$ cat config.mk
export PLATFORM = sky130hd
export DESIGN_NAME = fan_speed_scheduler
export DESIGN_NICKNAME = d
export VERILOG_FILES = /design/src/rtl/fan_speed_scheduler_pkg.sv /design/src/rtl/fan_tick_gen.sv /design/src/rtl/fan_speed_scheduler.sv
export SDC_FILE = /design/constraint.sdc
export NUM_CORES = 1
export LEC_CHECK = 0
export ABC_CLOCK_PERIOD_IN_PS = 1650
export CAP_MARGIN = 20
export CORE_AREA = 2 2 85 71
export DETAILED_ROUTE_END_ITERATION = 8
export DIE_AREA = 0 0 87 73
export PLACE_DENSITY = 0.85
export SLEW_MARGIN = 20
export SYNTH_ARGS = -nofsm -noshare
export SYNTH_HDL_FRONTEND = slang
export SYNTH_SLANG_ARGS = --single-unit
$ cat constraint.sdc
create_clock -name clk -period 1.65 [get_ports clk]
set_input_delay 0.33 -clock clk [delete_from_list [all_inputs] [get_ports clk]]
set_output_delay 0.33 -clock clk [all_outputs]
set_load 0.03 [all_outputs]
$ cat src/rtl/fan_speed_scheduler_pkg.sv
// Shared definitions for the fan speed scheduler.
//   fan_state_t    : controller FSM state encoding (also exported for debug)
//   DUTY_L1..L3    : target PWM duty (percent) for speed levels 1..3
//   TIMER_S1..S3   : off-timer presets in seconds for timer indices 1..3
//   DIST_FAR_DEFAULT : distance at/above which nobody is considered present
//   level_duty()   : speed level -> target duty
//   timer_preset() : timer index -> preset seconds (index 0 = disabled)
package fan_speed_scheduler_pkg;

  typedef enum logic [1:0] {
    ST_OFF   = 2'd0,
    ST_RAMP  = 2'd1,
    ST_RUN   = 2'd2,
    ST_PAUSE = 2'd3
  } fan_state_t;

  localparam logic [6:0] DUTY_L1 = 7'd25;
  localparam logic [6:0] DUTY_L2 = 7'd45;
  localparam logic [6:0] DUTY_L3 = 7'd100;

  localparam int TIMER_W = 9;
  localparam logic [TIMER_W-1:0] TIMER_S1 = 9'd60;
  localparam logic [TIMER_W-1:0] TIMER_S2 = 9'd180;
  localparam logic [TIMER_W-1:0] TIMER_S3 = 9'd300;

  localparam logic [11:0] DIST_FAR_DEFAULT = 12'h020;

  function automatic logic [6:0] level_duty(input logic [1:0] lvl);
    case (lvl)
      2'd1:    return DUTY_L1;
      2'd2:    return DUTY_L2;
      2'd3:    return DUTY_L3;
      default: return 7'd0;
    endcase
  endfunction

  function automatic logic [TIMER_W-1:0] timer_preset(input logic [1:0] idx);
    case (idx)
      2'd1:    return TIMER_S1;
      2'd2:    return TIMER_S2;
      2'd3:    return TIMER_S3;
      default: return '0;
    endcase
  endfunction

endpackage

$ cat src/rtl/fan_tick_gen.sv
// Millisecond and second tick generator.
//   clk, reset_p : clock, asynchronous active-high reset
//   tick_ms      : one-cycle pulse every CLK_HZ/1000 cycles
//   tick_s       : one-cycle pulse on every 1000th tick_ms (coincides with it)
module fan_tick_gen #(
  parameter int unsigned CLK_HZ = 100_000_000
) (
  input  logic clk,
  input  logic reset_p,
  output logic tick_ms,
  output logic tick_s
);

  // Clocks slower than 1 kHz degenerate to a tick every cycle.
  localparam int unsigned MS_CYCLES = (CLK_HZ >= 1000) ? (CLK_HZ / 1000) : 1;
  localparam int CW = (MS_CYCLES > 1) ? $clog2(MS_CYCLES) : 1;

  logic [CW-1:0] cyc_cnt;
  logic [9:0]    ms_cnt;

  assign tick_ms = (cyc_cnt == CW'(MS_CYCLES - 1));
  assign tick_s  = tick_ms && (ms_cnt == 10'd999);

  always_ff @(posedge clk or posedge reset_p) begin
    if (reset_p) begin
      cyc_cnt <= '0;
      ms_cnt  <= '0;
    end else if (tick_ms) begin
      cyc_cnt <= '0;
      ms_cnt  <= (ms_cnt == 10'd999) ? 10'd0 : ms_cnt + 10'd1;
    end else begin
      cyc_cnt <= cyc_cnt + 1'b1;
    end
  end

endmodule

$ cat src/rtl/fan_speed_scheduler.sv
// Fan speed scheduler: speed level selection (button, remote, off-timer,
// forced stop), presence-based pause and PWM duty generation.
// Build option: define FAN_SOFT_START_EN to ramp duty 1 % per RAMP_MS ms;
// without it duty jumps to the target one cycle after a level change and
// the RAMP state is never used.
// Ports:
//   clk, reset_p        : clock, asynchronous active-high reset
//   btn_pe, timer_pe    : one-cycle pulses advancing level / timer preset
//   motor_off           : level-sensitive forced stop
//   remote_valid/level/ready : remote speed request handshake
//   distance, distance_valid : ultrasonic measurement and qualifier
//   duty_o, level_o, motor_en_o, motor_led_o, timer_led_o, paused_o : status
//   fsm_state           : current controller state (debug)
module fan_speed_scheduler
  import fan_speed_scheduler_pkg::*;
#(
  parameter int unsigned CLK_HZ   = 100_000_000,
  parameter int unsigned RAMP_MS  = 10,
  parameter logic [11:0] DIST_FAR = DIST_FAR_DEFAULT
) (
  input  logic        clk,
  input  logic        reset_p,
  input  logic        btn_pe,
  input  logic        timer_pe,
  input  logic        motor_off,
  input  logic        remote_valid,
  input  logic [1:0]  remote_level,
  output logic        remote_ready,
  input  logic [11:0] distance,
  input  logic        distance_valid,
  output logic [6:0]  duty_o,
  output logic [1:0]  level_o,
  output logic        motor_en_o,
  output logic [2:0]  motor_led_o,
  output logic [1:0]  timer_led_o,
  output logic        paused_o,
  output fan_state_t  fsm_state
);

  fan_state_t         state, state_nxt;
  logic [1:0]         level, level_nxt;
  logic [6:0]         duty, duty_nxt, target;
  logic [1:0]         timer_idx;
  logic [TIMER_W-1:0] sec_cnt;
  logic               ready_en;
  logic               tick_ms, tick_s;
  logic               timer_expire, timer_cancel, remote_acc, far, near;

  fan_tick_gen #(.CLK_HZ(CLK_HZ)) u_tick (
    .clk     (clk),
    .reset_p (reset_p),
    .tick_ms (tick_ms),
    .tick_s  (tick_s)
  );

  // Remote handshake: remote_ready is offered every cycle out of reset except
  // when a higher-priority source (motor_off, timer expiry) owns the level;
  // a request is consumed in the cycle where remote_valid && remote_ready.
  assign timer_expire = tick_s && (sec_cnt == 9'd1);
  assign remote_ready = ready_en && !motor_off && !timer_expire;
  assign remote_acc   = remote_valid && remote_ready;

  always_comb begin
    level_nxt = level;
    if (motor_off || timer_expire) level_nxt = 2'd0;
    else if (remote_acc)           level_nxt = remote_level;
    else if (btn_pe)               level_nxt = level + 2'd1;
  end

  assign timer_cancel = motor_off || timer_expire ||
                        ((level != 2'd0) && (level_nxt == 2'd0));

  assign target = level_duty(level);
  assign far    = distance_valid && (distance >= DIST_FAR);
  assign near   = distance_valid && (distance <  DIST_FAR);

`ifdef FAN_SOFT_START_EN
  localparam int RW = (RAMP_MS > 1) ? $clog2(RAMP_MS) : 1;
  logic [RW-1:0] ramp_cnt;
  logic          ramp_step;

  assign ramp_step = (state == ST_RAMP) && tick_ms && (ramp_cnt == RW'(RAMP_MS - 1));

  always_ff @(posedge clk or posedge reset_p) begin
    if (reset_p)               ramp_cnt <= '0;
    else if (state != ST_RAMP) ramp_cnt <= '0;
    else if (tick_ms)          ramp_cnt <= ramp_step ? '0 : ramp_cnt + 1'b1;
  end
`else
  // The millisecond tick and ramp rate only matter for soft start.
  logic unused_tick_ms;
  localparam int unsigned unused_ramp_ms = RAMP_MS;
  assign unused_tick_ms = tick_ms;
`endif

  always_comb begin
    state_nxt = state;
    duty_nxt  = duty;
    case (state)
`ifdef FAN_SOFT_START_EN
      ST_OFF:   if (level != 2'd0) state_nxt = ST_RAMP;
      ST_RAMP: begin
        if (far && level != 2'd0)               state_nxt = ST_PAUSE;
        else if (level == 2'd0 && duty == 7'd0) state_nxt = ST_OFF;
        else if (duty == target)                state_nxt = ST_RUN;
      end
      // A level change shows up as duty no longer matching the target.
      ST_RUN: begin
        if (far && level != 2'd0) state_nxt = ST_PAUSE;
        else if (duty != target)  state_nxt = ST_RAMP;
      end
      ST_PAUSE: begin
        if (level == 2'd0) state_nxt = ST_OFF;
        else if (near)     state_nxt = ST_RAMP;
      end
      default:  state_nxt = ST_OFF;
`else
      ST_OFF:   if (level != 2'd0) state_nxt = ST_RUN;
      ST_RUN: begin
        if (far && level != 2'd0) state_nxt = ST_PAUSE;
        else if (level == 2'd0)   state_nxt = ST_OFF;
      end
      ST_PAUSE: begin
        if (level == 2'd0) state_nxt = ST_OFF;
        else if (near)     state_nxt = ST_RUN;
      end
      default:  state_nxt = ST_OFF;
`endif
    endcase

`ifdef FAN_SOFT_START_EN
    if (state_nxt == ST_PAUSE)          duty_nxt = 7'd0;
    else if (ramp_step && duty < target) duty_nxt = duty + 7'd1;
    else if (ramp_step && duty > target) duty_nxt = duty - 7'd1;
`else
    duty_nxt = (state_nxt == ST_PAUSE) ? 7'd0 : target;
`endif
  end

  always_ff @(posedge clk or posedge reset_p) begin
    if (reset_p) begin
      state    <= ST_OFF;
      level    <= 2'd0;
      duty     <= 7'd0;
      ready_en <= 1'b0;
    end else begin
      state    <= state_nxt;
      level    <= level_nxt;
      duty     <= duty_nxt;
      ready_en <= 1'b1;
    end
  end

  // Off-timer: the countdown keeps running while paused; expiry is the
  // 1 -> 0 step, so a disabled preset (0) never expires.
  always_ff @(posedge clk or posedge reset_p) begin
    if (reset_p) begin
      timer_idx <= 2'd0;
      sec_cnt   <= '0;
    end else if (timer_cancel) begin
      timer_idx <= 2'd0;
      sec_cnt   <= '0;
    end else if (timer_pe) begin
      timer_idx <= timer_idx + 2'd1;
      sec_cnt   <= timer_preset(timer_idx + 2'd1);
    end else if (tick_s && sec_cnt != '0) begin
      sec_cnt   <= sec_cnt - 9'd1;
    end
  end

  assign duty_o      = duty;
  assign level_o     = level;
  assign motor_en_o  = (duty != 7'd0);
  assign motor_led_o = (level == 2'd0) ? 3'b000 : (3'b001 << (level - 2'd1));
  assign timer_led_o = timer_idx;
  assign paused_o    = (state == ST_PAUSE);
  assign fsm_state   = state;

endmodule
==> reports/summary.txt, run 1 <==
Run status: finished with violations
Failing checks: negative setup slack
CP Capture Type: output port
Part of the Yosys area used for sequential elements: 0.4576
RSZ-0062 raised after global routing: true
Mean routed wirelength per cell: 17.80 um
Classification of the worst-slack hold path: in2async
Clock H-tree levels: 2
Number of instances in the synthesized netlist: 257
Detailed placer's ending HPWL: 4.537 mm
Post-Synthesis Cell Area: 2570 um2
Timing-limited maximum frequency: 482.9 MHz
Die extent in y: 73 um
Distinct cells, synth: 53
Total core area: 5599 um2
Leading area contributor after synthesis: dfrtp_1
Die area: 6351 um2
Ratio of cells with drive above 1 in the final layout: 0.3865
Slew Limit Fails: 0
Post-placement worst setup slack: -0.2606 ns
Required @ worst endpoint: 1.32 ns
Latest clock arrival within the worst-skew pair: 0.32 ns
PnR worst setup slack: -0.4209 ns
Starting density of the core: 0.4590
Number of hold-repair buffers added at the cts stage: 0
Number of fillers in the final layout: 331
Clock tree buffer depth: 2
Maximum clock skew at final layout: 0.01443 ns
Most frequent standard cell in the layout excluding fill and tap cells: buf_4
Number of buffers inserted by port buffering: 33
First-pass GRT wire length: 10.36 mm
Routed metal-1 wire length: 3.019 mm
Detailed router's first-iteration violation count: 242
Total routing usage reported by global routing: 0.2114
Count of final setup violators: 31
Synthesized Nets: 292
Per-cell via count in the routed design: 5.620
Total power per unit cell area: 691.8 nW/um2
Clock tree from TritonCTS: built
Total via count in the routed design: 2456
Standby leakage power: 1.919 nW
Path type of the worst setup path: reg2out
Vias in the first global route: 2306
Max IR drop VDD: 0.5197 mV
1st-pass router iterations: 4
Clock sink total: 47
Synthesis-to-layout area growth: 57.21%
Number of antenna violations at the first check in global routing: 0
Register bit count reported by yosys: 47
Number of clock buffers inserted by TritonCTS: 5
Combinational fraction of design power: 0.246
Top Ports: 40
Most used DFF post-synth: dfrtp_1
NumNets Final: 404
Antenna violation net count after detailed routing: 0
Number of warning messages in the yosys log: 0
Nature of the critical path startpoint: flop
Routability Congestion: 0.8991
Clock transition at path regs: 0.10 ns
Highest-count cells in the layout ignoring fill and taps: 64 x buf_4, 45 x dfrtp_1, 28 x nor2_1
Final worst-path cycle share: 1.255
Max-cap violation count: 0
Arrival time of data at the critical path endpoint: 1.74 ns
Switching power total: 823.3 uW
Site row count: 25
Number of diodes added for antenna fixing: 0
Largest net degree at the start of global routing: 20
Met2 WL: 4.168 mm
Topmost layer with routed signal wires: met4
Most area-consuming cells after synthesis: dfrtp_1 46%, ha_1 6.8%, xor2_1 4.8%, xnor2_1 4.4%, nor2_1 4.2%
Final WL: 7.777 mm
Clock network fraction of total power: 0.313
Met3 routed WL: 392 um
Switching fraction of total power: 0.2946
Remaining global-route overflow: 0
Internal cell power: 1.972 mW
Placement-stage cell area: 3522 um2
Clock period minus final worst setup slack: 2.071 ns
Maximum fanout along the worst path: 2
Area share of the largest cell type after synthesis: 0.4576
Avg Inst Size Synth: 10.00 um2
Final cell area excluding filler cells: 4040 um2
Sequential share of power: 0.440
Die outline width: 87 um
Share of synthesized flip-flops with an asynchronous set or reset: 1.000
Total DRC errors in the routed layout: 0
Count of endpoints failing hold in the final timing report: 0
Clock root cell: clkbuf_8
Post-synth EDFFs: 0
-- cells by family (layout without fill, tap and decap cells) --
family,after synthesis,count (layout),share of synthesized area
AOI/OAI and AO/OA,28,28,0.07790
xor gates and xnor gates,27,27,0.09202
adders and majority gates,14,14,0.06816
buffers and inverters,22,135,0.04284
DFF,47,47,0.4576
muxes,5,5,0.01996
other,2,2,0.002922
and+or+nand+nor,112,112,0.2386
-- routing by layer --
layer | global-route usage | vias to the layer above
met5 | 0 | -
met4 | 0.09549 | 0
met3 | 0.04751 | 20
met2 | 0.3740 | 87
met1 | 0.2445 | 1230
li1 | - | 1119
-- synth_stat cells (all sizes together) (2+ instances only) --
master	n
dfrtp	47
nor2	29
nand2	19
ha	14
nand4	14
xor2	14
xnor2	13
nand3	12
inv	11
buf	9
nor3	9
a21oi	6
a211oi	5
and2	4
and3	4
mux2i	4
nor2b	4
o21ai	4
nor4	3
a2111oi	2
a31oi	2
and4	2
and4bb	2
conb	2
nor4b	2
-- registers in the layout (all words and copies together), names as in the netlist --
signal	count
sec_cnt	9
ready_en	1
timer_led_o	2
u_tick.ms_cnt	10
fsm_state	2
duty_o	4
u_tick.cyc_cnt	17
level_o	2
-- power groups by stage --
stage                     clock [mW]  combinational (mW)  sequential, mW
final                          0.876               0.688            1.23
after global routing           0.927               0.731            1.24
after CTS                      0.872               0.609            1.23
after detailed placement           0               0.605            1.25
after global placement             0               0.588            1.25
after floorplan                    0               0.268            1.31
-- worst max-delay path, cell delays in order, from the launching register on --
cell	delay (ns)
dfrtp_1	0.37
ha_2	0.20
and4_4	0.23
and4_4	0.24
a41oi_2	0.10
and2_4	0.16
buf_6	0.13
-- through the flow --
stage / util / instances / TNS (ns) / total power [mW] / hold slack (ns)
global placement: 0.6291 / 410 / -2.685 / 1.837 / 0.4758
CTS: 0.6737 / 423 / -1.897 / 2.709 / 0.3213
detailed placement: 0.6291 / 410 / -3.408 / 1.857 / 0.4859
finish: 0.7216 / 437 / -4.102 / 2.795 / 0.3161
floorplan: - / 257 / -0.7255 / 1.575 / 0.4421
global route: 0.7216 / 437 / -6.235 / 2.895 / 0.3370
-- final timing paths --
kind,from,to,slack [ns],depth (start not counted)
min in group clk,fsm_state[0],fsm_state[1],0.48,1
hold / removal,reset_p,sec_cnt[0],0.32,2
setup / recovery,u_tick.cyc_cnt[1],remote_ready,-0.42,6
max in group asynchronous,reset_p,u_tick.cyc_cnt[16],0.89,3
hold reg to reg,fsm_state[0],fsm_state[1],0.48,1
setup reg to reg,u_tick.cyc_cnt[1],u_tick.ms_cnt[9],-0.30,8
-- final cells by class --
| type | count | area, um2 | area share |
|---|---|---|---|
| Clock buffer | 5 | 68.82 | 0.01703 |
| Clock inverter | 3 | 43.79 | 0.01084 |
| Inverter | 12 | 45.04 | 0.01115 |
| Multi-Input combinational cell | 188 | 1531 | 0.3791 |
| Sequential cell | 47 | 1179 | 0.2917 |
| Tap cell | 67 | 83.83 | 0.02075 |
| Timing Repair Buffer | 115 | 1089 | 0.2694 |
-- what timing repair did --
| action | in CTS | in global routing |
|---|---|---|
| endpoints found under the setup margin | 39 | 32 |
| buffers inserted | 5 | 15 |
| gates resized for setup | 48 | 20 |
| gates cloned | 0 | 2 |
| pin swaps | 11 | 15 |
Power figures use the tool's default switching activity.
==> run 2: changes to the inputs <==
--- a/config.mk
+++ b/config.mk
@@ -6,8 +6,9 @@
 export NUM_CORES = 1
 export LEC_CHECK = 0
 export ABC_CLOCK_PERIOD_IN_PS = 1650
-export CAP_MARGIN = 20
+export CAP_MARGIN = 25
 export CORE_AREA = 2 2 85 71
+export CTS_CLUSTER_DIAMETER = 50
 export DETAILED_ROUTE_END_ITERATION = 8
 export DIE_AREA = 0 0 87 73
 export PLACE_DENSITY = 0.85
==> results of run 2 <==
Final layout, timing and power as in run 1 (identical DEF).
